<file path="config.mk">
export PLATFORM = sky130hd
export DESIGN_NAME = uab_mem_arbiter
export DESIGN_NICKNAME = d
export VERILOG_FILES = /design/src/rtl/uab_mem_arbiter.sv
export SDC_FILE = /design/constraint.sdc
export NUM_CORES = 1
export LEC_CHECK = 0
export ABC_AREA = 0
export CAP_MARGIN = 30
export CORE_AREA = 2 2 121 123
export CTS_CLUSTER_SIZE = 25
export DETAILED_ROUTE_END_ITERATION = 10
export DIE_AREA = 0 0 123 125
export RECOVER_POWER = 100
export SYNTH_ARGS = -nofsm -noshare
export SYNTH_HDL_FRONTEND = slang
export SYNTH_SLANG_ARGS = --single-unit
</file>
<file path="constraint.sdc">
create_clock -name clk -period 5.1 [get_ports clk]
set_input_delay 0.51 -clock clk [delete_from_list [all_inputs] [get_ports clk]]
set_output_delay 0.51 -clock clk [all_outputs]
set_load 0.02 [all_outputs]
</file>
<file path="src/rtl/uab_mem_arbiter.sv">
// -----------------------------------------------------------------------------
// uab_mem_arbiter
//
// Two-master, one-slave Avalon-MM style arbiter in front of the shared SDRAM
// bridge. m0 is the instruction-fetch master, m1 the data master. At most one
// transaction is outstanding: a command is presented to the slave from CMD,
// reads then park in RDWAIT until the slave returns data, which is forwarded
// to the owning master one cycle later as a single-cycle readdatavalid pulse.
// Ties in IDLE are broken round-robin against the last master whose command
// the slave accepted.
//
// Optional feature (compile-time macro UAB_ARB_TIMEOUT_EN):
//   a watchdog counts RDWAIT cycles; after TIMEOUT cycles without
//   s_readdatavalid the owning master is released with readdata 0xDEADBEEF
//   (low DATA_W bits) and the sticky arb_timeout flag is set until reset.
//   Without the macro RDWAIT waits forever and arb_timeout is tied to 0.
//
// Parameters:
//   ADDR_W   address width (word address)
//   DATA_W   data width; byteenable width is DATA_W/8
//   TIMEOUT  read watchdog limit in cycles, 1..65535 (used only with the macro)
//
// Ports:
//   clk, reset_n                 clock (rising edge), async active-low reset
//   m0_* / m1_*                  master command in, waitrequest/readdata out
//   s_address .. s_byteenable    command out to the shared slave
//   s_waitrequest, s_readdata,
//   s_readdatavalid              response in from the shared slave
//   arb_timeout                  sticky read-timeout error flag
// -----------------------------------------------------------------------------
module uab_mem_arbiter #(
    parameter int ADDR_W  = 32,
    parameter int DATA_W  = 32,
    parameter int TIMEOUT = 255
) (
    input  logic                clk,
    input  logic                reset_n,

    input  logic [ADDR_W-1:0]   m0_address,
    input  logic                m0_read,
    input  logic                m0_write,
    input  logic [DATA_W-1:0]   m0_writedata,
    input  logic [DATA_W/8-1:0] m0_byteenable,
    output logic                m0_waitrequest,
    output logic [DATA_W-1:0]   m0_readdata,
    output logic                m0_readdatavalid,

    input  logic [ADDR_W-1:0]   m1_address,
    input  logic                m1_read,
    input  logic                m1_write,
    input  logic [DATA_W-1:0]   m1_writedata,
    input  logic [DATA_W/8-1:0] m1_byteenable,
    output logic                m1_waitrequest,
    output logic [DATA_W-1:0]   m1_readdata,
    output logic                m1_readdatavalid,

    output logic [ADDR_W-1:0]   s_address,
    output logic                s_read,
    output logic                s_write,
    output logic [DATA_W-1:0]   s_writedata,
    output logic [DATA_W/8-1:0] s_byteenable,
    input  logic                s_waitrequest,
    input  logic [DATA_W-1:0]   s_readdata,
    input  logic                s_readdatavalid,

    output logic                arb_timeout
);

    localparam int BE_W = DATA_W / 8;

    typedef enum logic [1:0] {
        IDLE   = 2'd0,
        CMD    = 2'd1,
        RDWAIT = 2'd2
    } state_t;

    state_t state, state_nxt;

    // grant/last encode the master: 0 = m0, 1 = m1
    logic grant, grant_nxt;
    logic last, last_nxt;

    logic req0, req1;

    logic              g_read;
    logic              g_write;
    logic [ADDR_W-1:0] g_address;
    logic [DATA_W-1:0] g_writedata;
    logic [BE_W-1:0]   g_byteenable;

    logic              rsp_fire;
    logic [DATA_W-1:0] rsp_data;

    logic              vld0_p1;
    logic              vld1_p1;
    logic [DATA_W-1:0] rdata_p1;

`ifdef UAB_ARB_TIMEOUT_EN
    localparam logic [15:0]       TO_LAST = 16'(TIMEOUT - 1);
    localparam logic [DATA_W-1:0] TO_DATA = DATA_W'(32'hDEADBEEF);

    logic [15:0] to_cnt;
    logic        to_fire;
    logic        timeout_flag;
`else
    logic [31:0] timeout_unused;
    assign timeout_unused = 32'(TIMEOUT);
`endif

    assign req0 = m0_read | m0_write;
    assign req1 = m1_read | m1_write;

    // Mux of the currently granted master's command
    assign g_read       = grant ? m1_read       : m0_read;
    assign g_write      = grant ? m1_write      : m0_write;
    assign g_address    = grant ? m1_address    : m0_address;
    assign g_writedata  = grant ? m1_writedata  : m0_writedata;
    assign g_byteenable = grant ? m1_byteenable : m0_byteenable;

    // -------------------------------------------------------------------------
    // Next-state logic
    // -------------------------------------------------------------------------
    always_comb begin
        state_nxt = state;
        grant_nxt = grant;
        last_nxt  = last;
        rsp_fire  = 1'b0;
        rsp_data  = s_readdata;
`ifdef UAB_ARB_TIMEOUT_EN
        to_fire   = 1'b0;
`endif
        case (state)
            IDLE: begin
                if (req0 || req1) begin
                    state_nxt = CMD;
                    if (req0 && req1) begin
                        grant_nxt = ~last;
                    end else begin
                        grant_nxt = req1;
                    end
                end
            end

            CMD: begin
                if (!(g_read || g_write)) begin
                    // master withdrew before acceptance: no fairness credit
                    state_nxt = IDLE;
                end else if (!s_waitrequest) begin
                    last_nxt  = grant;
                    state_nxt = g_read ? RDWAIT : IDLE;
                end
            end

            RDWAIT: begin
                if (s_readdatavalid) begin
                    rsp_fire  = 1'b1;
                    state_nxt = IDLE;
                end
`ifdef UAB_ARB_TIMEOUT_EN
                else if (to_cnt == TO_LAST) begin
                    rsp_fire  = 1'b1;
                    rsp_data  = TO_DATA;
                    to_fire   = 1'b1;
                    state_nxt = IDLE;
                end
`endif
            end

            default: begin
                state_nxt = IDLE;
            end
        endcase
    end

    // -------------------------------------------------------------------------
    // Slave command and master stall (combinational from state/grant)
    // -------------------------------------------------------------------------
    always_comb begin
        s_read         = 1'b0;
        s_write        = 1'b0;
        s_address      = '0;
        s_writedata    = '0;
        s_byteenable   = '0;
        m0_waitrequest = 1'b1;
        m1_waitrequest = 1'b1;
        if (state == CMD) begin
            s_read       = g_read;
            // read has priority if a master raises both strobes
            s_write      = g_write & ~g_read;
            s_address    = g_address;
            s_writedata  = g_writedata;
            s_byteenable = g_byteenable;
            if (grant) begin
                m1_waitrequest = s_waitrequest;
            end else begin
                m0_waitrequest = s_waitrequest;
            end
        end
    end

    // -------------------------------------------------------------------------
    // Control registers
    // -------------------------------------------------------------------------
    always_ff @(posedge clk or negedge reset_n) begin
        if (!reset_n) begin
            state   <= IDLE;
            grant   <= 1'b0;
            last    <= 1'b1;
            vld0_p1 <= 1'b0;
            vld1_p1 <= 1'b0;
        end else begin
            state   <= state_nxt;
            grant   <= grant_nxt;
            last    <= last_nxt;
            vld0_p1 <= rsp_fire & ~grant;
            vld1_p1 <= rsp_fire &  grant;
        end
    end

    // -------------------------------------------------------------------------
    // Stage p1: registered read return
    // -------------------------------------------------------------------------
    always_ff @(posedge clk) begin
        if (rsp_fire) begin
            rdata_p1 <= rsp_data;
        end
    end

    // Data register is unreset; gating by valid keeps idle readdata at zero
    assign m0_readdatavalid = vld0_p1;
    assign m1_readdatavalid = vld1_p1;
    assign m0_readdata      = vld0_p1 ? rdata_p1 : '0;
    assign m1_readdata      = vld1_p1 ? rdata_p1 : '0;

`ifdef UAB_ARB_TIMEOUT_EN
    // -------------------------------------------------------------------------
    // Read watchdog: counts cycles spent in RDWAIT, cleared elsewhere
    // -------------------------------------------------------------------------
    always_ff @(posedge clk or negedge reset_n) begin
        if (!reset_n) begin
            to_cnt       <= '0;
            timeout_flag <= 1'b0;
        end else begin
            if (state == RDWAIT) begin
                to_cnt <= to_cnt + 16'd1;
            end else begin
                to_cnt <= '0;
            end
            if (to_fire) begin
                timeout_flag <= 1'b1;
            end
        end
    end

    assign arb_timeout = timeout_flag;
`else
    assign arb_timeout = 1'b0;
`endif

endmodule

</file>
-- Word-level counts from Yosys, hierarchy flattened
Index checks and enable logic that the tools add are counted.
W data, S select, Z words.
- output and inout port bits: 139
- input port bits: 176
- flip-flop bits (word level): 38
- logic and storage cells: 52
- bitwise logic cells: 9
- reduce and logical (&&, ||, !) cells: 7
- mux-type cells: 25
- eq/ne operators: 5
- operators by type and width (cell ; count):
    $mux W32 ; 6
    $mux W1 ; 11
    $mux W2 ; 5
    $mux W4 ; 2
    $pmux W2 S3 ; 1
    $reduce_and A3 Y1 ; 2
    $ne A2 B2 Y1 const B ; 2
    $not A1 Y1 ; 4
    $and A1 B1 Y1 ; 3
    $ne A3 B3 Y1 const B ; 1
    $eq A2 B1 Y1 const B ; 1
    $eq A2 B2 Y1 const B ; 1
    $logic_not A2 Y1 ; 1
    $logic_or A1 B1 Y1 ; 2
    $or A1 B1 Y1 ; 2
    $reduce_and A2 Y1 ; 1
    $logic_and A1 B1 Y1 ; 1

-- Longest topological paths before layout
Gate-level depths: netlist (run 1).
- depth after elaboration: 5
- mapped depth: 5
- depth with buffers taken out: 3

-- Least setup slack after synthesis (run 1)
Ideal clock, no wire load.
- path type: register to register
- start point: reg state[0]
- end point: reg rdata_p1[0] (enable)
- setup slack: 2678 ps
- buffers on the path: 0
- clock period less this slack: 2422 ps
- arrival: 2000 ps
- setup time: 422 ps
- stages on the path, launching flop included: 3
- data required time: 4678 ps
- path through: dfrtp_1 > nand2b_1 > nor2_1
- word-level cells in the longest chain between the ends: 2
- RTL lines (what ; RTL line ; RTL):
    start, declared ; 77 ; state_t state, state_nxt;
    start signal, assigned ; 212 ; state <= state_nxt;
    $eq A2 B2 Y1 ; 132 ; case (state)
    $mux W1 ; 132 ;
    named net rsp_fire ; 91 ; logic rsp_fire;
    end signal, assigned ; 225 ; rdata_p1 <= rsp_data;
    end, declared ; 96 ; logic [DATA_W-1:0] rdata_p1;
The timed path passes the listed nets, and every way through them passes these cells.
A chain may end at the register's enable or synchronous reset.

-- Final worst setup path (run 1)
- start point: reg grant
- end point: out s_address[23]
- word-level cells in the longest chain between the ends: 2
- RTL lines (what ; RTL line ; RTL):
    start, declared ; 80 ; logic grant, grant_nxt;
    start signal, assigned ; 213 ; grant <= grant_nxt;
    $mux W32 ; 116 ; assign g_address = grant ? m1_address : m0_address;
    $mux W32 ; 186 ; if (state == CMD) begin
    end, declared ; 57 ; output logic [ADDR_W-1:0] s_address,
Every way passes these cells.

==> results of run 1 <==
-- worst max-delay path: cells and delay by family, from the launching register on --
kind | cells | cell delay [ns]
simple gates | 1 | 0.07
buf+inv | 3 | 1.87
flops | 1 | 0.44
mux | 1 | 0.29
-- worst max path at each step --
stage | start | to | cells after the start
detailed placement | grant | s_address[23] | 4
global placement | grant | s_address[29] | 4
CTS | grant | s_address[23] | 4
finish | grant | s_address[23] | 5
floorplan | state[0] | rdata_p1[0] | 2
global route | s_readdatavalid | rdata_p1[12] | 3
-- area by class of cell --
| cell class | count | share of cell area (%) |
|---|---|---|
| Timing Repair Buffer | 315 | 50.8 |
| Multi-Input combinational cell | 227 | 24.3 |
| Sequential cell | 38 | 17.9 |
| Tap cell | 184 | 3.70 |
| Clock buffer | 5 | 2.01 |
| Clock inverter | 3 | 1.02 |
| Inverter | 3 | 0.181 |
| Antenna cell | 1 | 0.0402 |
-- registers in the layout, summed over array words and instances (netlist names) --
| register | cells |
|---|---|
| m1_readdatavalid | 1 |
| m0_readdatavalid | 1 |
| state | 2 |
| last | 1 |
| grant | 1 |
| rdata_p1 | 32 |
-- per-stage QoR --
step | hold slack (ns) | worst slack [ns] | instance area, um^2 | cells
6_report | 0.528 | 1.64 | 6230 | 776
5_1_grt | 0.550 | 1.41 | 6230 | 776
4_1_cts | 0.484 | 1.86 | 6210 | 774
3_5_place_dp | 0.522 | 2.19 | 6030 | 766
3_3_place_gp | 0.511 | 2.23 | 6030 | 766
2_1_floorplan | 0.214 | 2.68 | 2830 | 292
-- cells in the mapped netlist --
library cell / count
nand2b_4: 1
o32ai_2: 1
nor3_1: 3
o31ai_1: 1
o41ai_1: 1
a211oi_2: 1
and2_1: 65
a32oi_1: 1
a21oi_1: 1
inv_1: 3
clkbuf_1: 6
buf_8: 1
buf_6: 2
nor2_1: 75
buf_2: 8
conb_1: 1
buf_12: 3
edfxtp_1: 32
o22a_1: 1
nor2b_1: 1
dfstp_2: 1
o31a_1: 1
o21ba_1: 1
nand2_1: 1
nand2b_1: 1
buf_4: 4
or3_1: 1
dfrtp_1: 5
mux2i_1: 69
-- power by group through the flow --
stage	sequential (mW)	clock (mW)	combinational (mW)
4_1_cts	0.542	0.408	1.71
2_1_floorplan	0.415	0	1.11
3_3_place_gp	0.543	0	1.70
5_1_grt	0.438	0.415	1.81
3_5_place_dp	0.546	0	1.71
6_report	0.431	0.396	1.68
-- routing by layer --
layer	global-route usage, %	vias up	share of wire (%)
met4	3.81	0	1.8
met3	4.15	13	10
met2	26.0	189	51
met1	14.2	1430	37
li1	-	1573	-
met5	0	-	0
-- cell families (layout without fill, tap and decap cells) --
family,count (synthesis),count (layout),synth area share [%]
AND/OR/NAND/NOR,148,148,26.1
AO/OA/AOI/OAI,9,9,3.05
other,1,2,0.132
flip-flops,38,38,39.2
buffers and inverters,27,326,7.11
multiplexers,69,69,24.4
==> impl_metrics.py, run 1 <==
metrics = {
    "global_route": {
        "grt_pass1_wl_mm": 16.7,
        "track_usage_pct": 13.7,
        "grt_pass1_vias": 3203,
        "grt-ovfl-total": 0,
        "antenna_found_initial": 1,
        "grt_max_degree": 76,
    },
    "drt": {
        "num_vias": 3205,
        "drc_errors": 0,
        "wl_per_cell_um": 14.3,
        "firstDrtPassIters": 4,
        "ant_nets": 0,
        "avgViaCountPerCell": 4.13,
        "dr.first_iter.drc_count": 102,
        "totalWireLength_mm": 11.1,
    },
    "sta": {
        "rsz0062_at_grt": "no",
        "worst_slew_pin_slew_ns": 2.64,
        "setup_violations": 0,
        "clock_skew_ns": 0.00212,
        "fin_setup_tns_ns": 0,
        "period_share_pct": 67.8,
        "slew_headroom_pct": -76.7,
        "finalCriticalPeriod_ns": 3.46,
        "drv_slew": 34,
        "fmax_ghz": 0.289,
        "hold_viol": 0,
    },
    "synthesis": {
        "avgSynthCellArea_um2": 9.71,
        "yosysWarnings": 0,
        "syn_area_mm2": 0.00283,
        "synth_area_leader_cell": "edfxtp_1",
        "synthTopCellsByArea": "edfxtp_1 34%, mux2i_1 24%, and2_1 14%, nor2_1 9.9%, dfrtp_1 4.4%",
        "yosysTopAreaCellShare_pct": 33.9,
        "synthCells": 292,
        "ys_seq_elements": 38,
        "synth_nets": 468,
        "ys_seq_area_share_pct": 39.2,
        "yosysUniqueCellTypes": 29,
    },
    "power": {
        "p_per_area_mw_per_mm2": 403,
        "max-vdd-ir-drop_mv": 0.182,
        "p_sw_mw": 1.07,
        "p_clk_share_pct": 15.8,
        "p_total_mw": 2.51,
        "intPower_mw": 1.44,
        "p_leak_nw": 2.84,
        "switching_share_pct": 42.8,
        "p_seq_share_pct": 17.2,
        "pwr-share-comb_pct": 67.1,
    },
    "cells_and_area": {
        "drive_gt1_share_pct": 2.03,
        "finalNetCount": 766,
        "multiInputGateArea_mm2": 0.00151,
        "post-route-util_pct": 43.8,
        "layout_commonest_cell": "dlygate4sd3_1",
        "final_cell_mix": "172 x dlygate4sd3_1, 141 x clkdlybuf4s50_1, 75 x nor2_1",
        "seq_area_mm2": 0.00112,
        "fillCellCount": 1397,
        "syn2layout_area_growth_pct": 120,
    },
    "min_path": {
        "hold_depth": 1,
        "min_to": "last",
        "hold_class": "flop to flop",
        "hp-start": "last",
    },
    "critical_path": {
        "crit_slowest_cell": "clkbuf_1",
        "worstPathMaxFanout": 62,
        "reg2reg_from": "state[0]",
        "end_kind": "output port",
        "cp_cell_sequence": "buf_16 > clkbuf_1 > mux2i_1 > nor2_1 > dlygate4sd3_1",
        "worstSetupStartpointType": "flop",
        "r2r_slack_ns": 2.05,
        "ff2ff_path_depth": 2,
        "slowest_delay_ns": 0.86,
        "worstSetupPathType": "flop to output port",
        "cp.required_ns": 4.59,
        "cp.arrival_ns": 2.95,
        "reg2reg_to": "rdata_p1[13]",
    },
    "clock_network": {
        "cts_buffers": 5,
        "cts.sinks": 38,
        "clk_pin_slew_ns": 0.06,
        "cts_resized": 0,
        "htreeDepth": 2,
        "clk_latency_ns": 0.28,
        "hold_buffers": 0,
        "cts_tree": "built",
        "ctsRootBufferMaster": "clkbuf_16",
        "cts_setup_buffers": 0,
        "clock_path_buffers": 2,
    },
    "placed_design": {
        "port_buffers": 313,
        "hpwlAfterDp_mm": 9.09,
        "gp_congestion": 0.848,
    },
    "run_status": {
        "violations": "capacitance limit, slew limit",
        "status": "finished, violations left",
    },
    "floorplan": {
        "die_w_um": 123,
        "core_mm2": 0.0142,
        "die_area_mm2": 0.0154,
        "ios": 315,
        "initial_core_util_pct": 20.0,
        "rows": 44,
        "die_h_um": 125,
    },
    "flow_run": {
        "drv_cap": 1,
    },
}
No activity file was read; power rests on OpenSTA's default activity.
==> inputs of run 2 (changes only) <==
==> constraint.sdc (replaced) <==
create_clock -name clk -period 3.15 [get_ports clk]
set_input_delay 0.315 -clock clk [delete_from_list [all_inputs] [get_ports clk]]
set_output_delay 0.315 -clock clk [all_outputs]
set_load 0.02 [all_outputs]
==> run 2 against run 1 <==
The run still ends with capacitance limit, slew limit left; via count decreased by 0.28%; non-clock buffer count grew 1; cell area is 0.64% lower; largest power group unchanged.
==> impl_metrics.py, run 2 (synthesized netlist as in run 1, its figures left out) <==
metrics = {
    "run_status": {
        "status": "finished, violations left",
        "violations": "capacitance limit, slew limit",
    },
    "drt": {
        "wl_per_cell_um": 14.4,
        "ant_nets": 0,
        "drc_errors": 0,
        "num_vias": 3196,
        "firstDrtPassIters": 4,
        "avgViaCountPerCell": 4.11,
        "totalWireLength_mm": 11.2,
        "dr.first_iter.drc_count": 90,
    },
    "sta": {
        "hold_viol": 0,
        "worst_slew_pin_slew_ns": 1.87,
        "rsz0062_at_grt": "no",
        "fmax_ghz": 0.360,
        "fin_setup_tns_ns": 0,
        "slew_headroom_pct": -24.5,
        "drv_slew": 34,
        "period_share_pct": 88.3,
        "clock_skew_ns": 0.00486,
        "setup_violations": 0,
        "finalCriticalPeriod_ns": 2.78,
    },
    "clock_network": {
        "cts_resized": 0,
        "clk_latency_ns": 0.28,
        "clk_pin_slew_ns": 0.06,
        "cts.sinks": 38,
        "clock_path_buffers": 2,
        "cts_tree": "built",
        "hold_buffers": 0,
        "htreeDepth": 2,
        "ctsRootBufferMaster": "clkbuf_16",
        "cts_setup_buffers": 0,
        "cts_buffers": 5,
    },
    "cells_and_area": {
        "finalNetCount": 767,
        "final_cell_mix": "168 x dlygate4sd3_1, 145 x clkdlybuf4s50_1, 74 x nor2_1",
        "top_register": "rdata_p1",
        "layout_commonest_cell": "dlygate4sd3_1",
        "multiInputGateArea_mm2": 0.00152,
        "stdcell_count": 777,
        "seq_area_mm2": 0.00112,
        "syn2layout_area_growth_pct": 118,
        "largest_reg_flops": 32,
        "top_regs": "rdata_p1 (32), state (2)",
        "drive_gt1_share_pct": 2.36,
        "fillCellCount": 1397,
    },
    "power": {
        "pwr-share-comb_pct": 68.1,
        "p_seq_share_pct": 19.5,
        "intPower_mw": 2.16,
        "p_sw_mw": 1.75,
        "switching_share_pct": 44.8,
        "p_leak_nw": 2.81,
        "p_clk_share_pct": 12.4,
        "max-vdd-ir-drop_mv": 0.644,
        "p_per_area_mw_per_mm2": 632,
    },
    "critical_path": {
        "worstSetupStartpointType": "flop",
        "cp.arrival_ns": 2.47,
        "cp-startpoint": "grant",
        "cp.required_ns": 2.83,
        "r2r_slack_ns": 0.60,
        "ff2ff_path_depth": 3,
        "reg2reg_from": "state[0]",
        "worstSetupPathType": "flop to output port",
        "end_kind": "output port",
        "reg2reg_to": "rdata_p1[6]",
        "worstPathMaxFanout": 28,
    },
    "floorplan": {
        "rows": 44,
        "die_h_um": 125,
        "die_area_mm2": 0.0154,
        "initial_core_util_pct": 20.0,
        "core_mm2": 0.0142,
        "ios": 315,
        "die_w_um": 123,
    },
    "placed_design": {
        "port_buffers": 313,
        "dp.cells": 768,
        "hpwlAfterDp_mm": 9.08,
        "gp_congestion": 0.817,
    },
    "flow_run": {
        "drv_cap": 1,
    },
    "global_route": {
        "antenna_found_initial": 1,
        "grt_max_degree": 76,
        "grt-ovfl-total": 0,
        "grt_pass1_vias": 3154,
        "track_usage_pct": 13.8,
        "grt_pass1_wl_mm": 16.6,
    },
    "min_path": {
        "hold_class": "input port to async pin",
    },
}
[run 2: critical path, stage by stage (launching register included)]
cell and delay [ns]:
dfrtp_4 0.69, clkbuf_2 0.49, mux2i_1 0.25, nor2_1 0.06, dlygate4sd3_1 0.68
[run 2: layer usage]
layer | GRT usage [%] | part of all wire (%) | up-vias
li1 | - | - | 1577
met3 | 4.56 | 10 | 12
met4 | 3.81 | 1.6 | 0
met1 | 14.9 | 37 | 1422
met2 | 25.2 | 51 | 185
met5 | 0 | 0 | -
[run 2: worst max-delay path by stage]
| stage | slack, ns | endpoint |
|---|---|---|
| CTS | 0.53 | m0_waitrequest |
| global route | 0.22 | s_address[25] |
| global placement | 0.88 | m0_waitrequest |
| detailed placement | 0.86 | m0_waitrequest |
| finish | 0.37 | s_address[26] |
| floorplan | 0.73 | rdata_p1[0] |
[run 2: layout make-up]
type	count	share of cell area [%]
repair buffers	316	51.1
multi-input cells	227	24.6
flip-flops and latches	38	18.0
well taps	184	3.72
clock buffers	5	2.02
clock inverters	3	0.263
inverters	3	0.182
diodes	1	0.0405
[run 2: stage by stage]
stage,hold slack [ns],power (mW),area (um^2),setup WS [ns],utilization (%)
2_1_floorplan,0.0194,2.46,2830,0.728,-
3_3_place_gp,0.505,3.64,6050,0.877,42.6
3_5_place_dp,0.520,3.66,6050,0.859,42.6
4_1_cts,0.294,4.17,6190,0.529,43.6
5_1_grt,0.372,4.15,6190,0.221,43.6
6_report,0.356,3.91,6190,0.369,43.6
[run 2: power groups by stage]
stage          logic, mW  registers, mW  clock network, mW
6_report            2.66          0.763              0.483
5_1_grt             2.85          0.785              0.518
4_1_cts             2.90          0.766              0.504
3_5_place_dp        2.89          0.776                  0
3_3_place_gp        2.87          0.768                  0
2_1_floorplan       1.79          0.672                  0
==> inputs of run 3 (changes only) <==
--- a/config.mk
+++ b/config.mk
@@ -8,6 +8,7 @@
 export ABC_AREA = 0
 export CAP_MARGIN = 30
 export CORE_AREA = 2 2 121 123
+export CTS_BUF_LIST = sky130_fd_sc_hd__clkbuf_8 sky130_fd_sc_hd__clkbuf_16
 export CTS_CLUSTER_SIZE = 25
 export DETAILED_ROUTE_END_ITERATION = 10
 export DIE_AREA = 0 0 123 125
==> results of run 3 <==
Final layout, timing and power as in run 2 (identical DEF).
